## src/rtl/sc_grid_classifier_pkg.sv

```systemverilog
// Shared types and constants for the mains grid classifier: debounced grid
// state, per-sample class, and the measurement LSB scalings.
package sc_grid_classifier_pkg;

  typedef enum logic [1:0] {
    GRID_NORMAL   = 2'd0,
    GRID_UNSTABLE = 2'd1,
    GRID_CRITICAL = 2'd2
  } grid_state_t;

  typedef enum logic [1:0] {
    CLS_NORM = 2'd0,
    CLS_UNST = 2'd1,
    CLS_CRIT = 2'd2
  } sample_class_t;

  // Voltage LSB is 0.1 V (100 mV); frequency LSB is 0.01 Hz (10 mHz).
  localparam int V_LSB_MV  = 100;
  localparam int F_LSB_MHZ = 10;

  localparam int V_W = 12;
  localparam int F_W = 13;

endpackage

```

## src/rtl/sc_band_cmp.sv

```systemverilog
// Combinational per-sample classifier: places one (v_rms, freq) pair into
// the critical, normal or unstable class using unsigned band compares.
module sc_band_cmp
  import sc_grid_classifier_pkg::*;
#(
  parameter int V_NORM_LO = 2070,
  parameter int V_NORM_HI = 2530,
  parameter int V_CRIT_LO = 1800,
  parameter int V_CRIT_HI = 2760,
  parameter int F_NORM_LO = 4950,
  parameter int F_NORM_HI = 5050,
  parameter int F_CRIT_LO = 4800,
  parameter int F_CRIT_HI = 5200
) (
  input  logic [V_W-1:0] v_rms,
  input  logic [F_W-1:0] freq,
  output sample_class_t  sample_class
);

  localparam logic [V_W-1:0] VNL = V_W'(V_NORM_LO);
  localparam logic [V_W-1:0] VNH = V_W'(V_NORM_HI);
  localparam logic [V_W-1:0] VCL = V_W'(V_CRIT_LO);
  localparam logic [V_W-1:0] VCH = V_W'(V_CRIT_HI);
  localparam logic [F_W-1:0] FNL = F_W'(F_NORM_LO);
  localparam logic [F_W-1:0] FNH = F_W'(F_NORM_HI);
  localparam logic [F_W-1:0] FCL = F_W'(F_CRIT_LO);
  localparam logic [F_W-1:0] FCH = F_W'(F_CRIT_HI);

  logic is_crit;
  logic is_norm;

  assign is_crit = (v_rms < VCL) || (v_rms > VCH) || (freq < FCL) || (freq > FCH);
  assign is_norm = (v_rms >= VNL) && (v_rms <= VNH) && (freq >= FNL) && (freq <= FNH);

  always_comb begin
    sample_class = CLS_UNST;
    if (is_crit) begin
      sample_class = CLS_CRIT;
    end else if (is_norm) begin
      sample_class = CLS_NORM;
    end
  end

endmodule

```

## src/rtl/sc_grid_classifier.sv

```systemverilog
// Debounced mains classifier: consecutive-sample hysteresis counters drive
// the grid state, and a sample watchdog forces CRITICAL on sensor loss.
module sc_grid_classifier
  import sc_grid_classifier_pkg::*;
#(
  parameter int V_NORM_LO   = 2070,
  parameter int V_NORM_HI   = 2530,
  parameter int V_CRIT_LO   = 1800,
  parameter int V_CRIT_HI   = 2760,
  parameter int F_NORM_LO   = 4950,
  parameter int F_NORM_HI   = 5050,
  parameter int F_CRIT_LO   = 4800,
  parameter int F_CRIT_HI   = 5200,
  parameter int UNST_CNT    = 4,
  parameter int CRIT_CNT    = 2,
  parameter int RECOVER_CNT = 16,
  parameter int TIMEOUT_CYC = 1000
) (
  input  logic           clk,
  input  logic           reset_n,
  input  logic           sample_valid,
  input  logic [V_W-1:0] v_rms,
  input  logic [F_W-1:0] freq,
  output grid_state_t    grid_state,
  output logic           state_chg,
  output logic           sensor_timeout
);

  localparam int CW = $clog2(CRIT_CNT + 1);
  localparam int BW = $clog2(UNST_CNT + 1);
  localparam int GW = $clog2(RECOVER_CNT + 1);
  localparam int WW = $clog2(TIMEOUT_CYC + 1);

  localparam logic [CW-1:0] CRIT_MAX = CW'(CRIT_CNT);
  localparam logic [BW-1:0] BAD_MAX  = BW'(UNST_CNT);
  localparam logic [GW-1:0] GOOD_MAX = GW'(RECOVER_CNT);
  localparam logic [WW-1:0] WD_MAX   = WW'(TIMEOUT_CYC);

  sample_class_t sample_class;

  grid_state_t   state_nxt;
  logic          timeout_nxt;
  logic [CW-1:0] crit_cnt, crit_nxt, crit_inc;
  logic [BW-1:0] bad_cnt, bad_nxt, bad_inc;
  logic [GW-1:0] good_cnt, good_nxt, good_inc;
  logic [WW-1:0] wd_cnt, wd_nxt;

  sc_band_cmp #(
    .V_NORM_LO(V_NORM_LO), .V_NORM_HI(V_NORM_HI),
    .V_CRIT_LO(V_CRIT_LO), .V_CRIT_HI(V_CRIT_HI),
    .F_NORM_LO(F_NORM_LO), .F_NORM_HI(F_NORM_HI),
    .F_CRIT_LO(F_CRIT_LO), .F_CRIT_HI(F_CRIT_HI)
  ) u_band_cmp (
    .v_rms       (v_rms),
    .freq        (freq),
    .sample_class(sample_class)
  );

  // Saturating increments; a counter parked at its threshold stays there.
  always_comb begin
    crit_inc = (crit_cnt == CRIT_MAX) ? crit_cnt : crit_cnt + CW'(1);
    bad_inc  = (bad_cnt  == BAD_MAX)  ? bad_cnt  : bad_cnt  + BW'(1);
    good_inc = (good_cnt == GOOD_MAX) ? good_cnt : good_cnt + GW'(1);
  end

  always_comb begin
    state_nxt   = grid_state;
    timeout_nxt = sensor_timeout;
    crit_nxt    = crit_cnt;
    bad_nxt     = bad_cnt;
    good_nxt    = good_cnt;
    wd_nxt      = wd_cnt;

    if (sample_valid) begin
      wd_nxt      = '0;
      timeout_nxt = 1'b0;
      case (sample_class)
        CLS_CRIT: begin
          crit_nxt = crit_inc;
          bad_nxt  = bad_inc;
          good_nxt = '0;
        end
        CLS_UNST: begin
          crit_nxt = '0;
          bad_nxt  = bad_inc;
          good_nxt = '0;
        end
        default: begin
          crit_nxt = '0;
          bad_nxt  = '0;
          good_nxt = good_inc;
        end
      endcase

      // CRITICAL has no direct exit to UNSTABLE; only full recovery leaves it.
      if (crit_nxt == CRIT_MAX) begin
        state_nxt = GRID_CRITICAL;
      end else if (grid_state == GRID_NORMAL && bad_nxt == BAD_MAX) begin
        state_nxt = GRID_UNSTABLE;
      end else if (grid_state != GRID_NORMAL && good_nxt == GOOD_MAX) begin
        state_nxt = GRID_NORMAL;
      end

      if (state_nxt != grid_state) begin
        crit_nxt = '0;
        bad_nxt  = '0;
        good_nxt = '0;
      end
    end else if (wd_cnt != WD_MAX) begin
      wd_nxt = wd_cnt + WW'(1);
      if (wd_nxt == WD_MAX) begin
        state_nxt   = GRID_CRITICAL;
        timeout_nxt = 1'b1;
        crit_nxt    = '0;
        bad_nxt     = '0;
        good_nxt    = '0;
      end
    end
  end

  always_ff @(posedge clk) begin
    if (!reset_n) begin
      grid_state     <= GRID_UNSTABLE;
      state_chg      <= 1'b0;
      sensor_timeout <= 1'b0;
      crit_cnt       <= '0;
      bad_cnt        <= '0;
      good_cnt       <= '0;
      wd_cnt         <= '0;
    end else begin
      grid_state     <= state_nxt;
      state_chg      <= (state_nxt != grid_state);
      sensor_timeout <= timeout_nxt;
      crit_cnt       <= crit_nxt;
      bad_cnt        <= bad_nxt;
      good_cnt       <= good_nxt;
      wd_cnt         <= wd_nxt;
    end
  end

endmodule

```

## config.mk

```make
export PLATFORM = sky130hd
export DESIGN_NAME = sc_grid_classifier
export DESIGN_NICKNAME = d
export VERILOG_FILES = /design/src/rtl/sc_grid_classifier_pkg.sv /design/src/rtl/sc_band_cmp.sv /design/src/rtl/sc_grid_classifier.sv
export SDC_FILE = /design/constraint.sdc
export NUM_CORES = 1
export LEC_CHECK = 0
export ABC_AREA = 1
export CORE_MARGIN = 3
export CORE_UTILIZATION = 45
export CTS_CLUSTER_SIZE = 24
export DETAILED_ROUTE_END_ITERATION = 6
export GPL_TIMING_DRIVEN = 1
export HOLD_SLACK_MARGIN = 0.05
export PLACE_DENSITY = 0.69
export SYNTH_ARGS = -nofsm -noshare
export SYNTH_HDL_FRONTEND = slang
export SYNTH_SLANG_ARGS = --single-unit
export TNS_END_PERCENT = 10
```

## constraint.sdc

```tcl
create_clock -name clk -period 2.5 [get_ports clk]
set_clock_uncertainty 0.05 [all_clocks]
set_input_delay 0.375 -clock clk [delete_from_list [all_inputs] [get_ports clk]]
set_output_delay 0.375 -clock clk [all_outputs]
set_load 0.01 [all_outputs]
```

### Word-level counts from Yosys, hierarchy flattened

Index checks and enable logic that the tools add are counted.

| word-level totals | value |
|---|---|
| flip-flop bits (word level) | 24 |
| output and inout bits | 4 |
| word-level logic and storage cells | 78 |

| operators by class | value |
|---|---|
| add/subtract/negate cells | 4 |
| magnitude comparators | 8 |
| equality and inequality tests | 12 |
| muxes and demuxes | 30 |
| bitwise operators | 1 |
| reductions and logical operators | 16 |

Operators by type and width:

| kind | number |
|---|---|
| 5-bit two-way mux | 7 |
| 2-bit two-way mux | 15 |
| 3-bit two-way mux | 7 |
| 13-bit >= comparator (second input constant) | 1 |
| 13-bit > comparator (second input constant) | 1 |
| 13-bit <= comparator (second input constant) | 1 |
| 13-bit less-than comparator (second input constant) | 1 |
| 12-bit >= comparator (second input constant) | 1 |
| 12-bit > comparator (second input constant) | 1 |
| 12-bit <= comparator (second input constant) | 1 |
| 12-bit by 11-bit less-than comparator with 1-bit output (second input constant) | 1 |
| 10-bit by 1-bit adder with 10-bit output (second input constant) | 1 |
| 10-bit == test (second input constant) | 1 |
| 5-bit == test (second input constant) | 2 |
| 10-bit != test (second input constant) | 1 |
| 2-bit == test (second input constant) | 3 |
| 3-bit == test (second input constant) | 2 |
| 2-bit nonzero test | 3 |
| 5-bit by 1-bit adder with 5-bit output (second input constant) | 1 |
| 1-bit logical AND | 5 |
| 2-bit != test | 2 |
| 2-bit AND reduction | 2 |
| 2-bit OR reduction | 2 |
| 3-bit by 1-bit adder with 3-bit output (second input constant) | 1 |
| other kinds (6) | 8 |

### Longest topological paths before layout

Gate-level depths: netlist of the first run.

| depth | value |
|---|---|
| word-level depth | 19 |
| depth in mapped cells | 19 |
| depth with buffers taken out | 19 |

### Modules after synthesis

Synthesis of the first run repeated with hierarchy kept, for this count alone.

| second synthesis, totals | value |
|---|---|
| cells, all modules | 350 |
| area, all modules | 2,147.1 um^2 |

Modules (own cells, without submodules):

| module | instances | cells an instance | area an instance (um^2) | seq. area each (um^2) |
|---|---|---|---|---|
| sc_grid_classifier | 1 | 232 | 1,622.8 | 480.5 |
| sc_band_cmp | 1 | 118 | 524.3 | 0.0 |

### Worst setup path before layout of the first run

No wires, ideal clock.

| timing | value |
|---|---|
| path kind | input to register |
| from | in freq[11] |
| to | reg state_chg |
| data arrival time | 1.692 ns |
| required time | 2.341 ns |
| slack | 0.649 ns |
| stages on the path | 16 |
| path through | inv_1 nand2_2 nor2_4 nand2_1 nor2_2 nor2_4 nor2_8 o21ai_2 nand4_1 nand2_1 nand2_2 nand3_1 nand3_1 nand3_1 nand2_1 inv_1 |

| between the ends | value |
|---|---|
| longest elaborated chain between the ends | 17 |
| elaborated cells between the ends (all ways) | 30 |
| classes of those cells | order compare: 4; eq/ne: 6; mux: 13; reduce/logical: 7 |

Ends and longest elaborated chain:

| element | line | RTL |
|---|---|---|
| start, declared | sc_grid_classifier.sv:23 | `input logic [F_W-1:0] freq,` |
| 13-bit >= comparator | sc_band_cmp.sv:33 | `assign is_norm = (v_rms >= VNL) && (v_rms <= VNH) && (freq >= FNL) && (freq <= FNH);` |
| 1-bit logical AND (2 in series) | sc_band_cmp.sv:33 |  |
| 1-bit two-way mux | sc_band_cmp.sv:39 | `end else if (is_norm) begin` |
| 2-bit two-way mux (*) | sc_band_cmp.sv:37 | `if (is_crit) begin` |
| 2-bit by 1-bit == test with 1-bit output / 2-bit == test (equally long branches) | sc_grid_classifier.sv:77 | `case (sample_class)` |
| 2-bit OR reduction (no source line) | -- |  |
| 5-bit two-way mux | sc_grid_classifier.sv:77 |  |
| 5-bit two-way mux | sc_grid_classifier.sv:74 | `if (sample_valid) begin` |
| 5-bit == test | sc_grid_classifier.sv:100 | `end else if (grid_state != GRID_NORMAL && good_nxt == GOOD_MAX) begin` |
| 1-bit logical AND | sc_grid_classifier.sv:100 |  |
| 2-bit two-way mux | sc_grid_classifier.sv:100 |  |
| 2-bit two-way mux | sc_grid_classifier.sv:98 | `end else if (grid_state == GRID_NORMAL && bad_nxt == BAD_MAX) begin` |
| 2-bit two-way mux (*) | sc_grid_classifier.sv:96 | `if (crit_nxt == CRIT_MAX) begin` |
| 2-bit two-way mux (*) (2 in series) | sc_grid_classifier.sv:74 |  |
| 2-bit != test (*) | sc_grid_classifier.sv:132 | `state_chg <= (state_nxt != grid_state);` |
| end signal, assigned | sc_grid_classifier.sv:132 |  |
| end, declared | sc_grid_classifier.sv:25 | `output logic state_chg,` |

Every way passes the cells marked *; elsewhere a longest branch is shown, timed or not. The select of a mux whose other input is x is not followed.
A chain may end at the register's enable or synchronous reset.

### Worst setup path after layout of the first run

| timing | value |
|---|---|
| from | in freq[3] |
| to | reg state_chg |

Same word-level chain as after synthesis.

==> metrics, run 1 <==
drt wl/cell=10.6 um; final hold viol count=0; adder-cell share of the synthesized area=4.48%; CTS clk-pin slew, worst paths=roughly 0.090 ns; final cell count without fillers=418; multi-input logic area=1270 um^2; first-pass GRT wire length=7420 um; GRT Total Usage=17.2%; Placer Congestion=0.872; die width=approximately 72 um; Die Area=5170 um^2; total global routing overflow=0; crit path time final=about 2.3 ns; CP required=about 2.6 ns; Hold Startpoint=sensor_timeout$_SDFFE_PP0P_; most frequent cells in the layout=73 x nand2_1, 55 x inv_1, 43 x nor2_1; post-synthesis cell type count=29; Area Growth Syn to Fin=27.9%; Total Power=roughly 970 uW; CP arrival=2.40 ns; period utilization=90.7%; # rows=23; Avg Cell Area, Syn=5.97 um^2; Simple-Gate Fraction of Synth Area=45.1%; top cells by area, synth=dfxtp_1 25%, nand2_1 14%, inv_1 11%; clock root cell=clkbuf_8; number of global-route vias before repair=between 1,500 and 2,000; storage element area=480 um^2; Slew Viols, Final=0; Clock Sinks=24; Max clock buf depth=2; status=finished clean; family with the most delay on the worst path=simple AND/OR/NAND/NOR gates; Syn Std Cell Area=between 1500 and 2000 um^2; Cell Chain, Critical Path=clkdlybuf4s50_1 > inv_1 > a21boi_0 > nand3_1 > nand2_2 > nand3_4 > nor2_8 > o21ai_2 > nand4_1 > nand2_1 > nand2_2 > nand3_1 > nand3_1 > nand3_1 > nand2_1 > inv_1; Cell Pwr Density=a little under 400 nW/um^2; via/cell ratio=approximately 5; CORE AREA=4090 um^2; Diodes inserted=0; Post-Syn Instances=327; I/O pins=32; DR iter-0 viols=164; HP Class=reg2reg; final setup violation count=0; clk_lat worst skew=0.27 ns; residual DRC count=0; Crit path top cell by count=nand3_1; initial core utilization=between 40% and 50%; Synth Area in XOR/XNOR=4.48%; Inst Count DP=411; flops & latches, synth=24; multiplexer share of the synthesized area=0%; Peak VDD IR=0.180 mV; Post-DP HPWL=3440 um; worst hold slack=0.405 ns; origin of the critical flop-to-flop path=good_cnt[0]$_SDFFE_PN0P_; Slew HR=72.7%; Startpoint Class=primary input; Compound-Gate Fraction of Synth Area=8.84%; Vias=between 2,000 and 2,500; drt first pass iters=4; Buf/Inv on CP=3; critical path endpoint category=flop; TritonCTS clock tree=built; RSZ-0062 raised after global routing=no; crit-path max FO=5; Setup CP Type=in2reg; DRT antenna net count=0; initial antenna violation count=0; Least-Margin Pin Slew=roughly 0.41 ns; Synth top area share=24.6%; NumNets Final=404; area leader, netlist=dfxtp_1; CTS Buf Count=3; # fillers=401; Max Cap Viol=0; Highest Clock Rate=441 MHz; dpl cell area=2360 um^2; critical path launch point=freq[3]; synthesized net count=362; commonest non-fill, non-tap cell in the layout=nand2_1; I/O Buffers=31; synth warn=0; pre-CTS setup slack=-0.0928 ns; largest net degree at the start of global routing=15; leakage power=0.00112 uW; PnR worst setup slack=0.233 ns; Critical-path top delay cell=clkdlybuf4s50_1; H-tree Lvls=1; die height=71.9 um; main combinational cell family by area after synthesis=simple AND/OR/NAND/NOR gates; CP peak stage delay=0.48 ns; final WL=4430 um; sequential area share after synthesis=24.6%; Finished Cell Area=2500 um^2; proportion of layout cells with a drive suffix above 1=11.4%
-- logic make-up after synthesis --
group                    Yosys count
AO/OA/AOI/OAI                     32
XOR/XNOR                          10
adder cells (fa/ha/maj)            7
buffers and inverters             65
flip-flops                        24
AND/OR/NAND/NOR                  189
-- worst register-to-register path: cells and delay by family, from the launching register on --
family,cells,cell delay (ns)
flops,1,0.37
simple gates,8,0.86
buf+inv,2,0.12
compound gates,2,0.51
fa+ha+maj,1,0.14
-- power breakdown --
part / total [uW] / internal, uW / switching [uW]
clock: 350 / 214 / 135
combinational: 221 / 99.0 / 122
sequential: 403 / 393 / 9.36
-- timing repair --
item | in CTS | in global routing
setup buffers | 0 | 2
setup endpoints to repair | 0 | 2
hold buffers | 0 | 0
resized for setup | 0 | 16
-- sequential cells by signal (all words and copies together) (netlist names) --
register and flops:
state_chg 1, crit_cnt 2, bad_cnt 3, good_cnt 5
grid_state 2, wd_cnt 10, sensor_timeout 1
-- worst paths after layout --
path / to / cells after the start / slack, ns
setup / recovery: state_chg$_SDFF_PN0_ / 16 / 0.23
hold / removal: sensor_timeout$_SDFFE_PP0P_ / 2 / 0.40
setup reg to reg: state_chg$_SDFF_PN0_ / 13 / 0.37
hold reg to reg: sensor_timeout$_SDFFE_PP0P_ / 2 / 0.40
-- metal layers --
layer  up-vias  routed length [um]  GRT usage [%]
li1       1124                   -              -
met1       906                2130           22.1
met2        45                2050           30.6
met3         7                 187           1.54
met4         0                  70           4.38
met5         -                   0              0
-- final cells by class --
class | instances | area share (%)
flip-flops and latches | 24 | 19.2
clock buffers | 3 | 1.65
clock inverters | 1 | 1.20
multi-input cells | 239 | 50.9
well taps | 50 | 2.51
repair buffers | 38 | 15.0
inverters | 63 | 9.47
-- Yosys cell counts (all sizes together) --
master	instances
nand4	16
a21boi	1
o21ai	12
dfxtp	24
ha	7
nand3	31
clkinv	1
xor2	9
nor2	51
o2111ai	1
xnor2	1
inv	62
and3	1
clkbuf	2
a21oi	17
o211ai	1
nor4	1
nor3	9
nand2	80
-- through the flow --
stage,setup TNS (ns),utilization [%]
finish,0,61.1
global route,0,61.1
CTS,0,59.4
detailed placement,-0.338,57.7
global placement,-0.0437,57.7
floorplan,0,-
No activity file was read; power rests on OpenSTA's default activity.
==> inputs of run 2 (changes only) <==
Settings changed: SLEW_MARGIN set to 20.
==> results of run 2 <==
The final DEF is identical to that of run 1; final timing and power are the same.
